`config.mk`:
```
export PLATFORM = sky130hd
export DESIGN_NAME = wb_arbiter
export DESIGN_NICKNAME = d
export VERILOG_FILES = /design/src/rtl/core_pkg.sv /design/src/rtl/wb_scoreboard.sv /design/src/rtl/wb_arbiter.sv
export SDC_FILE = /design/constraint.sdc
export NUM_CORES = 1
export LEC_CHECK = 0
export CORE_ASPECT_RATIO = 1.4
export CORE_UTILIZATION = 60
export DETAILED_ROUTE_END_ITERATION = 8
export DONT_BUFFER_PORTS = 1
export GPL_TIMING_DRIVEN = 0
export PLACE_DENSITY = 0.84
export SYNTH_ARGS = -nofsm -noshare
export SYNTH_HDL_FRONTEND = slang
export SYNTH_SLANG_ARGS = --single-unit
```
`constraint.sdc`:
```
create_clock -name clk -period 2.75 [get_ports clk]
set_input_delay 0.275 -clock clk [delete_from_list [all_inputs] [get_ports clk]]
set_output_delay 0.275 -clock clk [all_outputs]
set_load 0.01 [all_outputs]
```
`src/rtl/core_pkg.sv`:
```
// Shared core definitions: data/regfile widths and writeback source encoding.
package core_pkg;

  localparam int unsigned XLEN      = 32;
  localparam int unsigned NREG      = 32;
  localparam int unsigned REG_IDX_W = $clog2(NREG);

  typedef enum logic {
    WB_SRC_PIPE = 1'b0,
    WB_SRC_MDU  = 1'b1
  } wb_src_e;

endpackage

```
`src/rtl/wb_scoreboard.sv`:
```
// Pending-destination scoreboard for in-flight MDU ops: one set port, one clear port, three busy reads.
// With WB_TRACE_EN defined, a fourth read port is added for the pipe-write hazard check.
module wb_scoreboard
  import core_pkg::*;
(
  input  logic                 clk,
  input  logic                 rst,
  input  logic                 set_en,
  input  logic [REG_IDX_W-1:0] set_idx,
  input  logic                 clr_en,
  input  logic [REG_IDX_W-1:0] clr_idx,
`ifdef WB_TRACE_EN
  input  logic [REG_IDX_W-1:0] chk_idx,
  output logic                 chk_busy,
`endif
  input  logic [REG_IDX_W-1:0] rd0_idx,
  input  logic [REG_IDX_W-1:0] rd1_idx,
  input  logic [REG_IDX_W-1:0] rd2_idx,
  output logic                 busy0,
  output logic                 busy1,
  output logic                 busy2
);

  logic [NREG-1:0] pending_q;
  logic [NREG-1:0] pending_d;

  // Clear applied first so a same-cycle set of the same index wins; x0 is never tracked.
  always_comb begin
    pending_d = pending_q;
    if (clr_en) begin
      pending_d[clr_idx] = 1'b0;
    end
    if (set_en) begin
      pending_d[set_idx] = 1'b1;
    end
    pending_d[0] = 1'b0;
  end

  always_ff @(posedge clk) begin
    if (rst) begin
      pending_q <= '0;
    end else begin
      pending_q <= pending_d;
    end
  end

  assign busy0 = pending_q[rd0_idx];
  assign busy1 = pending_q[rd1_idx];
  assign busy2 = pending_q[rd2_idx];

`ifdef WB_TRACE_EN
  assign chk_busy = pending_q[chk_idx];
`endif

endmodule

```
`src/rtl/wb_arbiter.sv`:
```
// Regfile writeback arbiter: pipeline result has priority over MDU, registered write port, MDU scoreboard.
// Optional WB_TRACE_EN adds a write trace and hazard-violation checks without changing the logic.
module wb_arbiter
  import core_pkg::*;
#(
  parameter int unsigned STARVE_LIMIT = 4
) (
  input  logic                 clk,
  input  logic                 rst,
  input  logic                 pipe_valid,
  input  logic [REG_IDX_W-1:0] pipe_rd,
  input  logic [XLEN-1:0]      pipe_data,
  input  logic                 mdu_issue_valid,
  input  logic [REG_IDX_W-1:0] mdu_issue_rd,
  input  logic                 mdu_valid,
  input  logic [REG_IDX_W-1:0] mdu_rd,
  input  logic [XLEN-1:0]      mdu_data,
  output logic                 mdu_ready,
  input  logic [REG_IDX_W-1:0] rs1_index,
  input  logic [REG_IDX_W-1:0] rs2_index,
  output logic                 rs1_busy,
  output logic                 rs2_busy,
  output logic                 rd_busy,
  output logic                 starve_hold,
  output logic                 rf_write_enable,
  output logic [REG_IDX_W-1:0] rf_rd_index,
  output logic [XLEN-1:0]      rf_write_data
);

  localparam int unsigned CNT_W = $clog2(STARVE_LIMIT + 1);

  logic                 pipe_win;
  logic                 mdu_grant;
  logic                 mdu_wr;
  wb_src_e              src_d;
  logic                 we_d, we_q;
  logic [REG_IDX_W-1:0] rd_d, rd_q;
  logic [XLEN-1:0]      data_d, data_q;
  logic [CNT_W-1:0]     cnt_d, cnt_q;
  logic                 hold_d, hold_q;

  // x0 pipeline results are dropped and never block the MDU.
  assign pipe_win  = pipe_valid && (pipe_rd != '0);
  assign mdu_ready = !pipe_win;
  assign mdu_grant = mdu_valid && mdu_ready;
  assign mdu_wr    = mdu_grant && (mdu_rd != '0);

  always_comb begin
    src_d  = WB_SRC_PIPE;
    we_d   = 1'b0;
    rd_d   = '0;
    data_d = '0;
    if (pipe_win) begin
      src_d  = WB_SRC_PIPE;
      we_d   = 1'b1;
      rd_d   = pipe_rd;
      data_d = pipe_data;
    end else if (mdu_wr) begin
      src_d  = WB_SRC_MDU;
      we_d   = 1'b1;
      rd_d   = mdu_rd;
      data_d = mdu_data;
    end
  end

  // Saturating starvation counter; hold tracks the saturated state one cycle later.
  always_comb begin
    cnt_d = '0;
    if (mdu_valid && !mdu_ready) begin
      cnt_d = (cnt_q == CNT_W'(STARVE_LIMIT)) ? cnt_q : cnt_q + CNT_W'(1);
    end
    hold_d = (cnt_d == CNT_W'(STARVE_LIMIT));
  end

  always_ff @(posedge clk) begin
    if (rst) begin
      we_q   <= 1'b0;
      rd_q   <= '0;
      data_q <= '0;
      cnt_q  <= '0;
      hold_q <= 1'b0;
    end else begin
      we_q   <= we_d;
      rd_q   <= rd_d;
      data_q <= data_d;
      cnt_q  <= cnt_d;
      hold_q <= hold_d;
    end
  end

  assign rf_write_enable = we_q;
  assign rf_rd_index     = rd_q;
  assign rf_write_data   = data_q;
  assign starve_hold     = hold_q;

  // Clearing on the grant edge makes busy drop exactly when the write appears on rf_*.
`ifdef WB_TRACE_EN
  logic pipe_rd_busy;
`endif

  wb_scoreboard u_scoreboard (
    .clk      (clk),
    .rst      (rst),
    .set_en   (mdu_issue_valid),
    .set_idx  (mdu_issue_rd),
    .clr_en   (mdu_wr),
    .clr_idx  (mdu_rd),
`ifdef WB_TRACE_EN
    .chk_idx  (pipe_rd),
    .chk_busy (pipe_rd_busy),
`endif
    .rd0_idx  (rs1_index),
    .rd1_idx  (rs2_index),
    .rd2_idx  (mdu_issue_rd),
    .busy0    (rs1_busy),
    .busy1    (rs2_busy),
    .busy2    (rd_busy)
  );

`ifdef WB_TRACE_EN
  always_ff @(posedge clk) begin
    if (!rst) begin
      if (we_d) begin
        $display("WB WRITE: x%0d = %0d (0x%h) src=%s", rd_d, data_d, data_d,
                 (src_d == WB_SRC_PIPE) ? "PIPE" : "MDU");
      end
      if (mdu_issue_valid && (mdu_issue_rd != '0) && rd_busy) begin
        $error("wb_arbiter: MDU issue to busy x%0d", mdu_issue_rd);
      end
      if (pipe_win && pipe_rd_busy) begin
        $error("wb_arbiter: pipe write to pending x%0d", pipe_rd);
      end
    end
  end
`endif

endmodule
```
# After elaboration in Yosys (flattened, before gate mapping)
# Cells that the tools add are included.
totals:
  register_bits: 74
  input_bits: 94
  out_inout_bits: 43
op_classes:
  n_addsub: 1
  magnitude_cmp: 6
  eq_ne: 2
  muxes: 20
  bitwise_logic: 3
  reduce_logical: 9
op_table:
  columns: ["op", "n"]
  rows:
  - ["$mux W32", 4]
  - ["$and A32 B32 Y32", 1]
  - ["$not A32 Y32", 1]
  - ["$or A32 B32 Y32", 1]
  - ["$lt A5 B6 Y1 const B", 4]
  - ["$bmux W1 S5", 3]
  - ["$demux W1 S5", 2]
  - ["$ge A5 B1 Y1 const B", 2]
  - ["$mux W5", 2]
  - ["$reduce_bool A5 Y1", 2]
  - ["$mux W1", 7]
  - ["$eq A3 B3 Y1 const B", 2]
  - ["$logic_and A1 B1 Y1", 6]
  - ["$mux W3", 2]
  - ["$add A3 B1 Y3 const B", 1]
  - ["$logic_not A1 Y1", 1]

# Depth between registers and ports, before layout
depth:
  ltp_word: 9
  ltp_mapped: 7

# By module
# From an unflattened synthesis, not the netlist that was laid out.
unflattened:
  cells_unflattened: 468
  area_unflattened_um2: 4205.3
by_module_without_submodules:
  columns: ["module", "instances", "cells_each", "area_each_um2", "seq_area_each_um2"]
  rows:
  - ["wb_scoreboard", 1, 265, 2179.6, 620.6]
  - ["wb_arbiter", 1, 203, 2025.7, 840.8]

# Worst setup path after synthesis
# OpenSTA, ideal clock, no wires.
synth_timing:
  path_type: "input-to-output"
  startpoint: "in rs1_index[0]"
  endpoint: "out rs1_busy"
  arrival_time_ns: 1.474
  required_time_ns: 2.475
  slack_ns: 1.001
  cell_stages: 5
  n_path_buf: 1
  path_cell_list: "clkbuf_1 > mux4_2 > nand2b_1 > o211ai_1 > nand4_1"
synth_between:
  elab_chain_cells: 2
synth_rtl:
  columns: ["element", "line_no", "text"]
  rows:
  - ["from (decl)", "wb_arbiter.sv:19", "input logic [REG_IDX_W-1:0] rs1_index,"]
  - ["$bmux W1 S5", "wb_scoreboard.sv:47", "assign busy0 = pending_q[rd0_idx];"]
  - ["$mux W1 (implied by the code)", "wb_scoreboard.sv:47", null]
  - ["to (decl)", "wb_arbiter.sv:21", "output logic rs1_busy,"]
# No other way between the ends. The select of a mux whose other input is x is not followed.

# Worst setup path in the final report
layout_timing:
  startpoint: "in rs2_index[0]"
  endpoint: "out rs2_busy"
layout_between:
  elab_chain_cells: 2
layout_rtl:
  columns: ["element", "line_no", "text"]
  rows:
  - ["from (decl)", "wb_arbiter.sv:20", "input logic [REG_IDX_W-1:0] rs2_index,"]
  - ["$bmux W1 S5", "wb_scoreboard.sv:48", "assign busy1 = pending_q[rd1_idx];"]
  - ["$mux W1 (implied by the code)", "wb_scoreboard.sv:48", null]
  - ["to (decl)", "wb_arbiter.sv:22", "output logic rs2_busy,"]
# No other way between the ends. The select of a mux whose other input is x is not followed.

==> flow_summary.json <==
{
  "outcome": "finished, final reports clean",
  "rrSetupSlack_ns": 1.37,
  "port_buffers": 0,
  "hpwl_mm": 7.687,
  "setup_viol": 0,
  "cts.htree.levels": 3,
  "numCtsBuffers": 9,
  "cts_tree": "yes",
  "drcViolationCount": 0,
  "start_util": 0.6236,
  "multiInputGateArea_sq_mm": 0.002034,
  "final_util": 0.6781,
  "max_cap_viol_count": 0,
  "clk_pin_slew_ns": 0.08,
  "clock_skew_ns": 0.005675,
  "maxSlewHeadroom": 0.5070,
  "via_per_inst": 7.122,
  "cts_buffer_depth": 2,
  "tns_ns": 0,
  "startpoint_type": "primary input",
  "ir_worst_vdd_v": 0.0004444,
  "p_leak_nw": 1.483,
  "finalCritPeriodShare": 0.6981,
  "place_congestion": 0.8778,
  "required_ns": 2.48,
  "dpl_cell_area_sq_mm": 0.003770,
  "worst_pin_slew_ns": 0.7376,
  "core_sq_mm": 0.005904,
  "io_pins": 137,
  "die-area_sq_mm": 0.006459,
  "synth-seq-cells": 73,
  "drtAntennaViolNets": 0,
  "grt_usage": 0.3207,
  "grt_pass1_vias": 3154,
  "rsz0062_at_grt": "no",
  "wl_per_cell_um": 22.06,
  "yosysSeqAreaShare": 0.3969,
  "hp-class": "in2reg",
  "vias": 3198,
  "power_density_mw_per_mm2": 574.7,
  "regArea_sq_mm": 0.001461,
  "holdPathStages": 1,
  "worstPathArrival_ns": 1.64,
  "rr_worst_depth": 6,
  "die_w_um": 68.21,
  "clock_latency_ns": 0.34,
  "antenna_found_initial": 0,
  "num_antenna_cells": 0,
  "grt_pass1_wl_mm": 15.02,
  "routed_wl_mm": 9.903,
  "path_max_fanout": 7,
  "synthDistinctLibCells": 39,
  "cts_sinks": 73,
  "synth_nets": 459,
  "grt_overflow": 0,
  "yosys_warnings": 0,
  "final_area_sq_mm": 0.004004,
  "grt_max_degree": 14,
  "drt_iter0_drc": 332,
  "ctsHoldBuffers": 0,
  "cts_setup_buffers": 0,
  "area_delta_synth_final_pct": 8.733,
  "max_freq_ghz": 0.5209,
  "fin_nets": 470,
  "cp-end-kind": "output port",
  "final_hold_viol_count": 0,
  "post_cts_resized": 0,
  "synthCells": 363,
  "path_class": "in2out",
  "root_buffer": "clkbuf_8",
  "n_fill_cell": 461,
  "netlist_area_sq_mm": 0.003682,
  "die_h_um": 94.70,
  "layout-drive-gt1-share": 0.1161,
  "period_needed_ns": 1.920,
  "postSynthAreaPerCell_sq_um": 10.14,
  "slew_violations": 0,
  "rows": 33,
  "firstDrtPassIters": 5
}
## cell usage after synthesis
cell type  instances  area share
mux4_2            13       0.080
a21oi_1           10       0.014
buf_6              3      0.0092
nor3b_1            9       0.018
o211ai_1           2      0.0041
or4_1              1      0.0020
inv_1              4      0.0041
a41oi_1           15       0.036
nor3_1             5      0.0068
and3b_1            2      0.0048
nor4_1             2      0.0034
a22o_1            47        0.11
buf_1              2      0.0020
a32o_1            15       0.041
nand3_1           10       0.014
mux2i_1           20       0.054
buf_2              7      0.0095
a31o_2             2      0.0048
ha_1               2      0.0068
nor4bb_1           2      0.0054
dfxtp_1           73        0.40
and3_1             4      0.0068
nand4_1           19       0.032
and2_1             8       0.014
nor4b_1            1      0.0024
o21ai_2            1      0.0024
a211oi_1           2      0.0041
a32oi_1            2      0.0048
clkinv_1           1      0.0010
clkbuf_1          24       0.024
nor2_1            14       0.014
nand2_1           12       0.012
o21ai_0            2      0.0027
buf_4              1      0.0020
a22oi_1            8       0.016
nand2b_1           4      0.0068
and4_1             2      0.0048
nor2b_1           10       0.017
o2111ai_1          2      0.0048
## worst max-delay path, stage by stage
cell and delay [ns]:
clkbuf_1 0.33, mux4_2 0.58, nand2b_1 0.17, o2111ai_1 0.12
nand4_1 0.17
## power breakdown
group / total [mW] / switching [mW] / internal, mW / leakage, nW
Combinational: 0.233 / 0.138 / 0.0949 / 0.773
Sequential: 1.14 / 0.0441 / 1.10 / 0.597
Clock: 0.926 / 0.387 / 0.538 / 0.113
Total: 2.30 / 0.569 / 1.73 / 1.48
## logic make-up after synthesis
family / after synthesis / share of synthesized area
simple gates: 105 / 0.1645
compound gates: 108 / 0.2457
buf+inv: 42 / 0.05233
mux: 33 / 0.1339
fa+ha+maj: 2 / 0.006795
flops: 73 / 0.3969
## path summary, 6_finish.rpt
path / end / from
max: rs2_busy / rs2_index[0]
min: rf_write_data[5] / pipe_data[5]
max reg2reg: starve_hold / cnt_q[0]
min reg2reg: u_scoreboard.pending_q[4] / u_scoreboard.pending_q[4]
## flip-flops by register name, summed over array words and instances, names as in the netlist
register / count
rf_rd_index: 5
starve_hold: 1
u_scoreboard.pending_q: 31
rf_write_enable: 1
rf_write_data: 32
cnt_q: 3
## cell usage in the layout (no fill, tap or decap), types with 7 or more instances in the layout
cell type,instances
nor3b_1,9
a32o_1,15
mux4_2,13
a21oi_1,10
buf_2,7
nor2b_1,10
and2_1,8
clkbuf_1,24
nor2_1,14
a41oi_1,15
mux2i_1,20
nand4_1,19
nand2_1,12
nand3_1,10
a22o_1,47
clkbuf_8,10
a22oi_1,8
dfxtp_1,73
## per-stage QoR
| stage | setup slack (ns) | power (mW) | hold WS (ns) | instances |
|---|---|---|---|---|
| floorplan | 1.001 | 1.338 | 0.4005 | 363 |
| global placement | 0.7273 | 1.388 | 0.4014 | 433 |
| detailed placement | 0.6858 | 1.394 | 0.4034 | 433 |
| CTS | 0.8275 | 2.308 | 0.04104 | 449 |
| global route | 0.7412 | 2.388 | 0.03865 | 449 |
| finish | 0.8302 | 2.301 | 0.05335 | 449 |
## final cells by class
type / instances / area share
Buffer: 37 / 0.04344
Clock buffer: 10 / 0.03438
Clock inverter: 6 / 0.02250
Multi-Input combinational cell: 248 / 0.5081
Sequential cell: 73 / 0.3650
Inverter: 5 / 0.004688
Tap cell: 70 / 0.02188
## per-layer routing
metal  part of all wire  track usage  vias to the layer above
li1                   -            -                     1460
met1               0.36       0.3459                     1522
met2               0.53       0.5727                      179
met3              0.080      0.06884                       37
met4              0.030       0.1528                        0
met5                  0            0                        -
Note: power is estimated with default switching activity, not from simulation.
